<file path="src/rtl/vme_arb_pkg.sv">
// Shared definitions for the VME command arbiter.
//   arb_state_t : controller states (IDLE, WAIT, DONE)
//   CMD_*       : bit positions inside the VME command word
//   ADR_W       : width of the VME address field ([23:1])
//   CNT_W       : width of the saturating completion-timeout counter
package vme_arb_pkg;

  typedef enum logic [1:0] {
    IDLE,
    WAIT,
    DONE
  } arb_state_t;

  localparam int unsigned CMD_ADR_LSB = 1;
  localparam int unsigned CMD_ADR_MSB = 23;
  localparam int unsigned CMD_WR_BIT  = 24;
  localparam int unsigned CMD_RD_BIT  = 25;
  localparam int unsigned ADR_W       = CMD_ADR_MSB - CMD_ADR_LSB + 1;

  localparam int unsigned CNT_W       = 8;

endpackage

</file>
<file path="src/rtl/rr_arbiter.sv">
// Combinational round-robin search.
//   req     : request vector
//   pointer : index of the highest-priority requester this round
//   grant   : one-hot winner (all zero when req is zero)
//   index   : binary index of the winner (0 when req is zero)
module rr_arbiter #(
  parameter int unsigned NREQ = 4,
  parameter int unsigned IW   = $clog2(NREQ)
) (
  input  logic [NREQ-1:0] req,
  input  logic [IW-1:0]   pointer,
  output logic [NREQ-1:0] grant,
  output logic [IW-1:0]   index
);

  logic          found;
  logic [IW-1:0] pos;

  // Scan upward from the pointer, wrapping modulo NREQ; first set bit wins.
  always_comb begin
    grant = '0;
    index = '0;
    found = 1'b0;
    pos   = '0;
    for (int unsigned k = 0; k < NREQ; k++) begin
      pos = IW'((32'(pointer) + k) % NREQ);
      if (!found && req[pos]) begin
        found      = 1'b1;
        grant[pos] = 1'b1;
        index      = pos;
      end
    end
  end

endmodule

</file>
<file path="src/rtl/vme_cmd_arbiter.sv">
// Shares the single VME command/data register path between NREQ requesters.
// Round-robin grant, one transaction in flight, completion or timeout,
// then a one-cycle ack with read data / error flag to the winner.
//   clk, reset          : clock, asynchronous active-high reset
//   req, req_wr         : per-requester request level and write flag
//   req_adr, req_wdata  : packed per-requester address [23:1] and write data
//   ack, err, rdata     : one-hot completion pulse, timeout flag, read data
//   eng_ready, start    : engine ready, one-cycle command strobe
//   vme_cmd_reg         : command word ([23:1] adr, [24] wr, [25] rd)
//   vme_dat_reg_in      : write data to engine (0 for reads)
//   vme_dat_wr          : engine completion strobe
//   vme_dat_reg_out     : engine read-back data
module vme_cmd_arbiter
  import vme_arb_pkg::*;
#(
  parameter int unsigned NREQ    = 4,
  parameter int unsigned TIMEOUT = 255
) (
  input  logic                  clk,
  input  logic                  reset,
  input  logic [NREQ-1:0]       req,
  input  logic [NREQ-1:0]       req_wr,
  input  logic [NREQ*ADR_W-1:0] req_adr,
  input  logic [NREQ*32-1:0]    req_wdata,
  output logic [NREQ-1:0]       ack,
  output logic                  err,
  output logic [31:0]           rdata,
  input  logic                  eng_ready,
  output logic                  start,
  output logic [31:0]           vme_cmd_reg,
  output logic [31:0]           vme_dat_reg_in,
  input  logic                  vme_dat_wr,
  input  logic [31:0]           vme_dat_reg_out
);

  localparam int unsigned IW = $clog2(NREQ);

  arb_state_t       state;
  logic [IW-1:0]    ptr;
  logic [IW-1:0]    winner;
  logic [CNT_W-1:0] cnt;

  logic [NREQ-1:0]  grant;
  logic [IW-1:0]    gidx;
  int unsigned      sel;
  logic [31:0]      grant_cmd;
  logic [31:0]      grant_wdata;

  rr_arbiter #(
    .NREQ (NREQ),
    .IW   (IW)
  ) u_rr (
    .req     (req),
    .pointer (ptr),
    .grant   (grant),
    .index   (gidx)
  );

  // Command word and write data of the current round-robin candidate.
  always_comb begin
    sel         = 32'(gidx);
    grant_cmd   = '0;
    grant_cmd[CMD_ADR_MSB:CMD_ADR_LSB] = req_adr[sel*ADR_W +: ADR_W];
    grant_cmd[CMD_WR_BIT] = req_wr[gidx];
    grant_cmd[CMD_RD_BIT] = ~req_wr[gidx];
    grant_wdata = req_wr[gidx] ? req_wdata[sel*32 +: 32] : '0;
  end

  always_ff @(posedge clk or posedge reset) begin
    if (reset) begin
      state          <= IDLE;
      ptr            <= '0;
      winner         <= '0;
      cnt            <= '0;
      start          <= 1'b0;
      vme_cmd_reg    <= '0;
      vme_dat_reg_in <= '0;
      ack            <= '0;
      err            <= 1'b0;
      rdata          <= '0;
    end else begin
      start <= 1'b0;
      ack   <= '0;
      case (state)
        IDLE: begin
          if (eng_ready && (|grant)) begin
            winner         <= gidx;
            vme_cmd_reg    <= grant_cmd;
            vme_dat_reg_in <= grant_wdata;
            start          <= 1'b1;
            cnt            <= '0;
            state          <= WAIT;
          end
        end
        WAIT: begin
          if (cnt != '1) cnt <= cnt + 1'b1;
          // Completion takes priority over a timeout in the same cycle.
          if (vme_dat_wr || (cnt == CNT_W'(TIMEOUT))) begin
            rdata          <= (vme_dat_wr && vme_cmd_reg[CMD_RD_BIT]) ? vme_dat_reg_out : '0;
            err            <= ~vme_dat_wr;
            ack[winner]    <= 1'b1;
            vme_cmd_reg    <= '0;
            vme_dat_reg_in <= '0;
            state          <= DONE;
          end
        end
        DONE: begin
          // Turnaround cycle: a held req is not regranted while its ack is high.
          ptr   <= (winner == IW'(NREQ-1)) ? '0 : winner + 1'b1;
          err   <= 1'b0;
          rdata <= '0;
          state <= IDLE;
        end
        default: state <= IDLE;
      endcase
    end
  end

endmodule

</file>
<file path="config.mk">
export PLATFORM = sky130hd
export DESIGN_NAME = vme_cmd_arbiter
export DESIGN_NICKNAME = d
export VERILOG_FILES = /design/src/rtl/vme_arb_pkg.sv /design/src/rtl/rr_arbiter.sv /design/src/rtl/vme_cmd_arbiter.sv
export SDC_FILE = /design/constraint.sdc
export NUM_CORES = 1
export LEC_CHECK = 0
export BUFFER_PORTS_ARGS = -buffer_cell sky130_fd_sc_hd__buf_2
export CAP_MARGIN = 20
export CORE_AREA = 2 2 144 146
export DETAILED_ROUTE_END_ITERATION = 7
export DIE_AREA = 0 0 146 148
export RECOVER_POWER = 25
export SYNTH_ARGS = -nofsm -noshare
export SYNTH_HDL_FRONTEND = slang
export SYNTH_SLANG_ARGS = --single-unit
</file>
<file path="constraint.sdc">
create_clock -name clk -period 2.66 [get_ports clk]
set_input_delay 0 -clock clk [delete_from_list [all_inputs] [get_ports clk]]
set_output_delay 0 -clock clk [all_outputs]
set_load 0.02 [all_outputs]
</file>
; ---- After elaboration in Yosys (flattened, before gate mapping)
; Cells that the tools add are included.
[op_classes]
n_addsub = 5
mul = 1
div = 0
magnitude_cmp = 11
n_eq_ne = 8
shifts = 2
mux = 53
bitwise_logic = 5
reduce_logical = 23
[op_table]
columns = cell, n
row1 = 32-bit 2-to-1 mux, 6
row2 = 32-bit one-hot mux with 2 select lines, 3
row3 = 128-bit by 8-bit variable part select with 32-bit output, 1
row4 = 92-bit by 8-bit variable part select with 23-bit output, 1
row5 = 4-bit 2-to-1 mux, 6
row6 = "2-bit by 3-bit less-than comparator with 1-bit output, second input constant", 6
row7 = 1-bit 2-to-1 mux, 16
row8 = 8-bit 2-to-1 mux, 2
row9 = 8-bit one-hot mux with 2 select lines, 1
row10 = 2-bit 2-to-1 mux, 7
row11 = 4-bit bitwise OR, 3
row12 = 1-bit binary-select mux with 2-bit select, 5
row13 = 1-bit demux with 2-bit select, 5
row14 = "2-bit by 1-bit >= comparator with 1-bit output, second input constant", 5
row15 = 1-bit logical AND, 10
row16 = "8-bit by 1-bit adder with 8-bit output, second input constant", 1
row17 = "8-bit equality test, second input constant", 1
row18 = "8-bit != test, second input constant", 1
row19 = "2-bit by 5-bit multiplier with 7-bit output, second input constant", 1
row20 = "2-bit != test, second input constant", 3
row21 = 2-bit AND reduction, 3
row22 = 3-bit AND reduction, 2
row23 = "2-bit by 1-bit adder with 2-bit output, second input constant", 2
row24 = "2-bit adder, second input constant", 2
row25 = 10 further kinds, 15
[totals]
register_bits = 116
latchBits = 0
mem_bits_rw = 0
mem_bits_ro = 0
inputBits = 264
out_inout_bits = 102
word_cells = 118
n_memories = 0

; ---- Longest topological paths before layout
; Gate-level depths: netlist of the first run.
[logic_depth]
depth_word = 17
mapped_depth = 12
ltp_nobuf = 9

; ---- Modules after synthesis
; From an unflattened synthesis of the first run, not the netlist that was laid out.
[hier_totals]
hier_cells = 434
area_unflattened_um2 = 5999.5
[by_module_without_submodules]
columns = module, instances, cells_each, area_per_inst_um2, seq_area_each_um2
row1 = vme_cmd_arbiter, 1, 369, 5510.3, 2727.6
row2 = rr_arbiter, 1, 65, 489.2, 0.0

; ---- Worst setup path before layout of the first run
; Ideal clock, no wire load.
[synth_timing]
path_kind = register to register
start = register ptr[0]
end = register vme_dat_reg_in[0]
setup_time_ns = 0.122
arrival_time_ns = 2.594
setup_slack_ns = -0.055
path_stages_with_launch = 11
path_buffers = 2
path_cell_list = dfrtp_1 buf_6 inv_1 ha_1 or3b_2 nand4_1 o211ai_1 a2111oi_2 a211oi_4 buf_6 a32o_1
[synth_via]
elab_chain_cells = 17
[synth_rtl]
columns = element, line_no
row1 = "start, declared", vme_cmd_arbiter.sv:39  ; logic [IW-1:0] ptr;
row2 = "start signal, assigned", vme_cmd_arbiter.sv:109  ; ptr <= (winner == IW'(NREQ-1)) ? '0 : winner + 1'b1;
row3 = branches (longest 17 deep; another with 2-bit by 1-bit adder with 2-bit output), --
row4 = "end signal, assigned", vme_cmd_arbiter.sv:89  ; vme_dat_reg_in <= grant_wdata;
row5 = "end, declared", vme_cmd_arbiter.sv:31  ; output logic [31:0] vme_dat_reg_in,
; Several ways; the timed one is not identified. The select of a mux whose other input is x is not followed.
; A chain may end at the register's enable or synchronous reset.

; ---- Final worst setup path of the first run
[layout_timing]
start = register ptr[1]
end = register vme_dat_reg_in[6]
; The elaborated chain is that of the path after synthesis.

==> results_dict.tcl, run 1 <==
set metrics [dict create \
    power.density_nw_per_um2 1162 \
    via_per_inst 4.914 \
    synth_flop_cell "dfrtp_1" \
    fin_tns_setup_ns 0 \
    ys_async_sr_fraction_pct 100.0 \
    grt_max_degree 112 \
    final_common_cell "buf_2" \
    grtUsageTotal_pct 21.23 \
    hold_depth 4 \
    tritoncts "yes" \
    maxSlewViolCount 34 \
    yosys.area.top_type "dfrtp_1" \
    drt-wirelength-per-cell_um 16.98 \
    synth_edf_count 0 \
    syn_area_um2 6202 \
    rsz0062_at_grt "true" \
    r2r_setup_slack_ns 0.09 \
    place_ws_ns -0.01184 \
    final.fill_count 2006 \
    dp_hpwl_um 17020 \
    wl_um 23410 \
    num_vias 6776 \
    insertion_delay_ns 0.35 \
    antenna_left 0 \
    core_um2 20040 \
    grt_pass1_wl_um 36600 \
    switchingPower_w 0.005190 \
    crit_fanout 34 \
    grt_pass1_vias 6855 \
    fin_crit_ns 2.571 \
    clock_path_buffers 2 \
    endpoint_kind "register" \
    nNetsFinal 1377 \
    cts-root-buf "clkbuf_16" \
    multi_input_area_um2 3193 \
    drc 0 \
    hp-start "req_wdata[120]" \
    r2r-start "ptr[1]" \
    cts.sinks 109 \
    hp-class "input pin to register" \
    worstSetupPathType "register to register" \
    dr.first_iter.drc_count 265 \
    drv_cap 1 \
    die_x_um 146 \
    power.internal_w 0.005501 \
    peakVddDrop_mv 0.4862 \
    die_h_um 148 \
    dieArea_um2 21610 \
    setup_viol 0 \
    relSlewSlack_pct -7.017 \
    cp.required_ns 2.90 \
    htree_levels 3 \
    worst_path_max_delay_cell "mux4_2" \
    io_pins 366 \
    worstPathArrival_ns 2.81 \
    yosysWarningCount 0 \
    finalWorstSetupSlack_ns 0.08940 \
    antenna_found_initial 2 \
    hold_end "vme_dat_reg_in[24]" \
    rows 52 \
    clock_skew_ns 0.01057 \
    place_inst 1310 \
    gp_congestion 0.8399 \
    start_util_pct 30.95 \
    clock.fmax_mhz 389.0 \
    numCtsBuffers 9 \
    instances_no_fill 1379 \
    crit_buf_inv 2 \
    drive_gt1_share_pct 35.32 \
    synth_top_cell_area_share_pct 43.98 \
    slowest_delay_ns 0.59 \
    power_frac_seq_pct 23.7 \
    drt_first_pass_iters 5 \
    port_buffers 358 \
    cp-start-kind "register" \
    finalHoldViolCount 0 \
    critPathTopFamily "compound AO/OA/AOI/OAI gates" \
    layout_common_cells "buf_2, nand2_1, nand3_1" \
    worst_slew_pin_slew_ns 1.596 \
    clk_pin_slew_worst_paths_ns 0.08 \
    synth_seq_area_share_pct 43.98 \
    violations "max-capacitance violations, max-slew violations" \
    seq_area_um2 2728 \
    swShare_pct 48.55 \
    grt_overflow 0 \
    path_depth 8 \
    syn_to_final_growth_pct 48.32 \
    status "complete, but fails checks" \
    post_cts_buffers 0 \
    leakagePower_nw 4.731 \
    synth_area_leaders "dfrtp_1, nand2_1, nand3_1, a32o_1, a22o_1" \
    clkPwrFrac_pct 12.5 \
    reg2regPathDepth 8 \
    comb_power_share_pct 63.8 \
    synth_cell_types 47 \
    r2r_end "vme_dat_reg_in[6]" \
    synthCells 711 \
    path_cells "buf_4, mux4_2, nor2b_4, o21ai_1, o21a_2, buf_12, nand3_1, a32o_1" \
    final.period_utilization_pct 96.64 \
    ys_seq_elements 109 \
    synth_area_per_cell_um2 8.723 \
]
cell type report:
cell class | instances | share of cell area (%)
diodes | 2 | 0.05441
clock buffers | 9 | 2.448
clock inverters | 7 | 0.6937
inverters | 8 | 0.3400
multi-input cells | 536 | 34.71
flip-flops and latches | 109 | 29.65
well taps | 270 | 3.672
repair buffers | 438 | 28.43
power groups by stage:
stage / Sequential [W] / Clock [W] / Combinational [W]
after detailed placement: 0.00255 / 0 / 0.00678
after floorplan: 0.00312 / 0 / 0.00391
after global routing: 0.00260 / 0.00145 / 0.00749
final: 0.00254 / 0.00133 / 0.00682
after CTS: 0.00252 / 0.00138 / 0.00685
after global placement: 0.00253 / 0 / 0.00673
stage by stage:
stage	util (%)	hold slack (ns)	instance area, um2	total power [W]
CTS	45.90	0.00003081	9199	0.01076
detailed placement	41.91	0.1873	8399	0.009337
floorplan	-	0.1093	6241	0.007029
global placement	41.91	0.1861	8399	0.009268
global route	45.89	0.009505	9196	0.01154
finish	45.90	0.01242	9199	0.01069
routing by layer:
layer	share of wire (%)	wire length (um)	GRT usage (%)	up-vias
met4	2.8	648	6.845	2
met2	50	11630	37.71	269
met5	0.068	16	0	-
met1	41	9514	25.06	3170
li1	-	-	-	3301
met3	6.9	1605	5.617	34
what timing repair did:
item	4_1_cts	5_1_grt
endpoints found under the setup margin	2	55
resized for setup	1	10
pin swaps	1	0
hold endpoints to repair	77	0
hold buffers	51	0
how the worst max path moves through the flow:
stage               startpoint           endpoint
finish                  ptr[1]  vme_dat_reg_in[6]
global route            ptr[1]  vme_dat_reg_in[3]
CTS                     ptr[1]  vme_dat_reg_in[7]
detailed placement      ptr[1]  vme_dat_reg_in[4]
global placement        ptr[1]  vme_dat_reg_in[4]
floorplan               ptr[0]  vme_dat_reg_in[0]
cell usage after synthesis, drive strengths merged (2+ instances only):
cell	instances
a2111oi	2
a21oi	3
a22o	32
a32o	56
and2	5
and3	3
and4	2
buf	32
clkbuf	32
dfrtp	109
ha	11
inv	8
mux2i	2
mux4	4
nand2	228
nand2b	2
nand3	116
nand3b	2
nand4	4
nor2	12
nor2b	6
nor4	2
o21a	3
o21ai	18
xor2	5
kinds of logic (layout without fill, tap and decap cells):
logic type	after synthesis	after routing	share of synthesized area (%)
adders and majority gates	11	11	2.219
buffers and inverters	72	462	6.173
muxes	7	7	1.957
and+or+nand+nor	385	385	27.40
AOI/OAI and AO/OA	121	121	17.51
DFF	109	109	43.98
xor gates and xnor gates	5	5	0.7060
other	1	9	0.06046
worst reg2reg max path: cells and delay by family, from the launching register on:
family	cells	cell delay [ns]
compound gates	3	0.78
simple gates	2	0.30
mux	1	0.59
buf+inv	2	0.38
flops	1	0.41
Note: power is estimated with default switching activity, not from simulation.
==> run 2, diff against run 1 <==
Settings changed: CTS_BUF_LIST set to sky130_fd_sc_hd__clkbuf_4, MAX_ROUTING_LAYER set to met4, RECOVER_POWER 25 to unset.
==> run 2 against run 1 <==
Compared with the run above:
- the run now ends clean
- via count grew 21%
- maximum frequency shrank 2.3%
- clock power shrank 37%
- sequential power is essentially flat
- final cell count grew 16%
- routed wire length grew 26%
- combinational power grew 17%
- clock skew grew 0.016 ns
- clock-buffer cell count is the same
- global-route usage grew 5.0 points
- register-to-register slack lost 0.06 ns
==> results_dict.tcl, run 2 (synthesis gave the netlist of run 1 again) <==
set metrics [dict create \
    status "finished clean" \
    syn_to_final_growth_pct 83.15 \
    via_per_inst 5.150 \
    grt_pass1_wl_um 44030 \
    final.period_utilization_pct 98.94 \
    cp-start-kind "register" \
    relSlewSlack_pct 46.31 \
    io_pins 366 \
    power.density_nw_per_um2 1002 \
    layout_common_cells "buf_2, dlygate4sd3_1, nand2_1" \
    rsz0062_at_grt "true" \
    finalWorstSetupSlack_ns 0.02829 \
    grt_max_degree 112 \
    finalPower_w 0.01138 \
    clk_pin_slew_worst_paths_ns 0.18 \
    setup_viol 0 \
    grt_overflow 0 \
    path_cells "buf_8, mux4_2, nor2_1, mux2i_2, a211oi_4, buf_6, clkbuf_16, a32o_1" \
    path_depth 8 \
    grt_pass1_vias 8561 \
    drt-wirelength-per-cell_um 18.47 \
    place_ws_ns -0.01184 \
    r2r-start "ptr[0]" \
    power_frac_seq_pct 22.3 \
    crit_buf_inv 3 \
    core_um2 20040 \
    switchingPower_w 0.005621 \
    drv_cap 0 \
    clkPwrFrac_pct 7.4 \
    globalRouteMet1Util_pct 30.36 \
    clock_skew_ns 0.02705 \
    worst_slew_pin_slew_ns 0.8037 \
    startpoint "ptr[0]" \
    leakagePower_nw 5.773 \
    clock.fmax_mhz 380.0 \
    swShare_pct 49.40 \
    antenna_left 0 \
    wl_um 29430 \
    rows 52 \
    drt_first_pass_iters 5 \
    peakVddDrop_mv 0.4904 \
    fin_crit_ns 2.632 \
    start_util_pct 30.95 \
    reg2regPathDepth 8 \
    worstSetupPathType "register to register" \
    dr.first_iter.drc_count 488 \
    drive_gt1_share_pct 33.54 \
    hold_depth 5 \
    num_vias 8204 \
    gp_congestion 0.8530 \
    numCtsBuffers 9 \
    grtUsageTotal_pct 26.18 \
    r2r_setup_slack_ns 0.03 \
    insertion_delay_ns 0.49 \
    grt_busiest_layer "met2" \
    tritoncts "yes" \
    drc 0 \
    maxSlewViolCount 0 \
    cts-root-buf "clkbuf_4" \
    nNetsFinal 1591 \
    htree_levels 3 \
    die_h_um 148 \
    worst_path_max_delay_cell "mux4_2" \
    dp_hpwl_um 17020 \
    cp.required_ns 3.06 \
    endpoint_kind "register" \
    clock_path_buffers 2 \
    comb_power_share_pct 70.4 \
    critPathTopFamily "multiplexers" \
    hp-class "input pin to register" \
    met2_usage_pct 43.30 \
    slowest_delay_ns 0.63 \
    use_met3_pct 4.043 \
    hold_end "vme_cmd_reg[25]" \
    hp-start "eng_ready" \
    worstPathArrival_ns 3.03 \
    finalHoldViolCount 0 \
    dieArea_um2 21610 \
    r2r_end "vme_dat_reg_in[4]" \
    antenna_found_initial 2 \
    final_common_cell "buf_2" \
    cts.sinks 109 \
    power.internal_w 0.005758 \
    crit_fanout 19 \
    port_buffers 358 \
    die_x_um 146 \
    hold_ws_ns 0.1113 \
    fin_util_pct 56.69 \
]
## run 2: through the flow
stage	setup TNS, ns	instance area [um2]	std cells
5_1_grt	-1.288	11360	1593
4_1_cts	0	11070	1580
6_report	0	11360	1593
2_1_floorplan	0	6241	717
3_5_place_dp	-0.02030	8399	1310
3_3_place_gp	0	8399	1310
## run 2: area by class of cell
cell class | instances | area, um2
Fill cell | 1707 | 8680
Sequential cell | 109 | 2728
Clock inverter | 7 | 63.81
Multi-Input combinational cell | 536 | 3212
Antenna cell | 2 | 5.005
Inverter | 8 | 33.78
Tap cell | 270 | 337.8
Clock buffer | 9 | 67.56
Timing Repair Buffer | 652 | 4912
## run 2: how the worst max path moves through the flow
| stage | slack, ns | to |
|---|---|---|
| final | 0.03 | vme_dat_reg_in[4] |
| after CTS | 0.006 | vme_dat_reg_in[7] |
| after global placement | 0.02 | vme_dat_reg_in[4] |
| after global routing | -0.08 | vme_dat_reg_in[4] |
| after detailed placement | -0.01 | vme_dat_reg_in[4] |
| after floorplan | 0.003 | vme_dat_reg_in[0] |
## run 2: what timing repair did
action                                  CTS  global route
pin swaps                                 1             7
endpoints found under the setup margin   12            56
cloned                                    0             6
setup buffers                             0             5
gates resized for setup                   1            20
hold endpoints to repair                122             0
hold buffers                            254             0
## run 2: worst min-delay path, stage by stage
cell and delay (ns):
buf_2 0.10, nor3b_1 0.15, o21ai_4 0.09, buf_4 0.14, o21ai_0 0.08
## run 2: power groups by stage
stage	Sequential (W)	Combinational (W)	Clock [W]
detailed placement	0.00255	0.00678	0
floorplan	0.00312	0.00391	0
global placement	0.00253	0.00673	0
global route	0.00259	0.00865	0.000942
finish	0.00253	0.00801	0.000838
CTS	0.00252	0.00708	0.000885
## run 2: metal layers
layer / wire length [um] / vias to the layer above / part of all wire (%)
met5: 0 / - / 0
met4: 1797 / 0 / 6.1
met3: 2189 / 139 / 7.4
met2: 14050 / 529 / 48
met1: 11390 / 3807 / 39
li1: - / 3729 / -
==> run 3, diff against run 2 <==
Settings changed: CORE_AREA 2 2 144 146 to 3 3 141 143, DIE_AREA 0 0 146 148 to 0 0 144 146, PLACE_DENSITY set to 0.66, TNS_END_PERCENT set to 100.
Clock period 2.66 ns to 2.4 ns, I/O delays scaled along.
==> run 3 against run 2 <==
Compared with the run above:
- the run now ends with negative setup slack left
- register-to-register slack lost 0.16 ns
- cell area grew 2.6%
- routed wire length grew 4.6%
- critical path depth grew 2
- non-clock buffer count grew 19
- core utilization grew 5.6 points
- sequential share of layout area shrank 0.61 points
- largest cell class unchanged
==> results_dict.tcl, run 3 (synthesis gave the netlist of run 1 again) <==
set metrics [dict create \
    worstSetupPathType "register to register" \
    multi_input_area_um2 3308 \
    violations "negative setup slack" \
    clock_path_buffers 2 \
    fin_tns_setup_ns -4.454 \
    dieArea_um2 21020 \
    drive_gt1_share_pct 35.52 \
    tritoncts "yes" \
    status "complete, but fails checks" \
    setup_viol 56 \
    peakVddDrop_mv 0.7586 \
    finalHoldViolCount 0 \
    rsz0062_at_grt "true" \
    hold_depth 5 \
    relSlewSlack_pct 59.60 \
    hp-class "input pin to register" \
    reg2regPathDepth 10 \
    wl_um 30780 \
    nNetsFinal 1610 \
    cp.required_ns 2.77 \
    r2r_setup_slack_ns -0.13 \
    port_buffers 358 \
    finalPower_w 0.01337 \
    hold_end "start" \
    gp_congestion 0.9049 \
    rows 50 \
    leakagePower_nw 5.924 \
    worst_slew_pin_slew_ns 0.6061 \
    via_per_inst 5.421 \
    cts.sinks 109 \
    clock_skew_ns 0.01799 \
    numCtsBuffers 9 \
    clkPwrFrac_pct 7.5 \
    drt_first_pass_iters 7 \
    power_frac_seq_pct 21.0 \
    seq_area_um2 2728 \
    final.fill_count 1419 \
    drc 0 \
    clock.fmax_mhz 395.0 \
    dr.first_iter.drc_count 645 \
    grt_pass1_wl_um 45120 \
    fin_crit_ns 2.532 \
    syn_to_final_growth_pct 87.90 \
    core_um2 18710 \
    r2r_end "vme_dat_reg_in[19]" \
    antenna_left 0 \
    hold_ws_ns 0.1367 \
    power.internal_w 0.006921 \
    io_pins 366 \
    crit_fanout 7 \
    die_h_um 146 \
    fin_util_pct 62.30 \
    switchingPower_w 0.006448 \
    worstPathArrival_ns 2.90 \
    place_ws_ns -0.1026 \
    die_x_um 144 \
    final.period_utilization_pct 105.5 \
    hp-start "eng_ready" \
    endpoint_kind "register" \
    cp-start-kind "register" \
    drt-wirelength-per-cell_um 19.53 \
    num_vias 8544 \
    maxSlewViolCount 0 \
    cts-root-buf "clkbuf_4" \
    layout_common_cells "buf_2, dlygate4sd3_1, nand2_1" \
    final_common_cell "buf_2" \
    grt_max_degree 110 \
    power.density_nw_per_um2 1147 \
    drv_cap 0 \
    dp_hpwl_um 17270 \
    r2r-start "ptr[0]" \
    comb_power_share_pct 71.5 \
    insertion_delay_ns 0.48 \
    htree_levels 3 \
    clk_pin_slew_worst_paths_ns 0.17 \
    grtUsageTotal_pct 27.74 \
    grt_overflow 0 \
    swShare_pct 48.23 \
    grt_pass1_vias 8734 \
    finalWorstSetupSlack_ns -0.1316 \
    antenna_found_initial 1 \
    start_util_pct 33.16 \
]
[run 3: cell count changes in the layout (fill, tap and decap cells not counted), sizes merged]
cell    before  now
inv         11    9
buf        392  412
bufinv       0    1
[run 3: area by class of cell]
| cell class | count | share of cell area [%] |
|---|---|---|
| Sequential cell | 109 | 23.41 |
| Antenna cell | 2 | 0.04295 |
| Inverter | 8 | 0.2899 |
| Timing Repair Buffer | 671 | 44.12 |
| Clock inverter | 6 | 0.6012 |
| Tap cell | 234 | 2.512 |
| Clock buffer | 10 | 0.6442 |
| Multi-Input combinational cell | 536 | 28.39 |
[run 3: per-layer routing]
layer  global-route usage (%)  share of wire (%)  vias up
li1                         -                  -     3777
met4                    15.68                6.2        0
met2                    44.30                 47      609
met3                    5.061                8.9      172
met5                        -                  0        -
met1                    32.60                 38     3986
[run 3: what timing repair did]
item / in CTS / in global routing
endpoints found under the hold margin: 199 / 0
setup endpoints to repair: 56 / 56
hold buffers: 254 / 0
buffers inserted: 12 / 3
gates cloned: 3 / 6
pin swaps: 8 / 9
gates resized for setup: 28 / 28
[run 3: power by group through the flow]
| stage | logic (W) | registers [W] | clock network [W] |
|---|---|---|---|
| CTS | 0.00873 | 0.00279 | 0.00103 |
| global placement | 0.00767 | 0.00281 | 0 |
| floorplan | 0.00440 | 0.00345 | 0 |
| finish | 0.00955 | 0.00281 | 0.00101 |
| global route | 0.0102 | 0.00287 | 0.00109 |
| detailed placement | 0.00775 | 0.00283 | 0 |
[run 3: critical path, stage by stage (launching register included)]
cell       delay, ns
dfrtp_1         0.44
inv_2           0.07
ha_4            0.29
mux4_2          0.39
nor2b_4         0.20
o21ai_2         0.09
a2111oi_4       0.37
a211oi_4        0.07
buf_6           0.16
buf_12          0.13
a32o_1          0.22
[run 3: worst max path at each step]
stage / from / endpoint / slack, ns
final: ptr[0] / vme_dat_reg_in[19] / -0.13
after global routing: ptr[0] / vme_dat_reg_in[14] / -0.24
after CTS: ptr[0] / vme_dat_reg_in[19] / -0.1
after detailed placement: ptr[0] / vme_dat_reg_in[4] / -0.10
after global placement: ptr[0] / vme_dat_reg_in[25] / -0.09
after floorplan: ptr[0] / vme_dat_reg_in[0] / -0.19
[run 3: per-stage QoR]
stage | instances | area [um2]
finish | 1576 | 11650
global route | 1575 | 11650
CTS | 1568 | 11420
detailed placement | 1283 | 8484
global placement | 1283 | 8484
floorplan | 717 | 6274
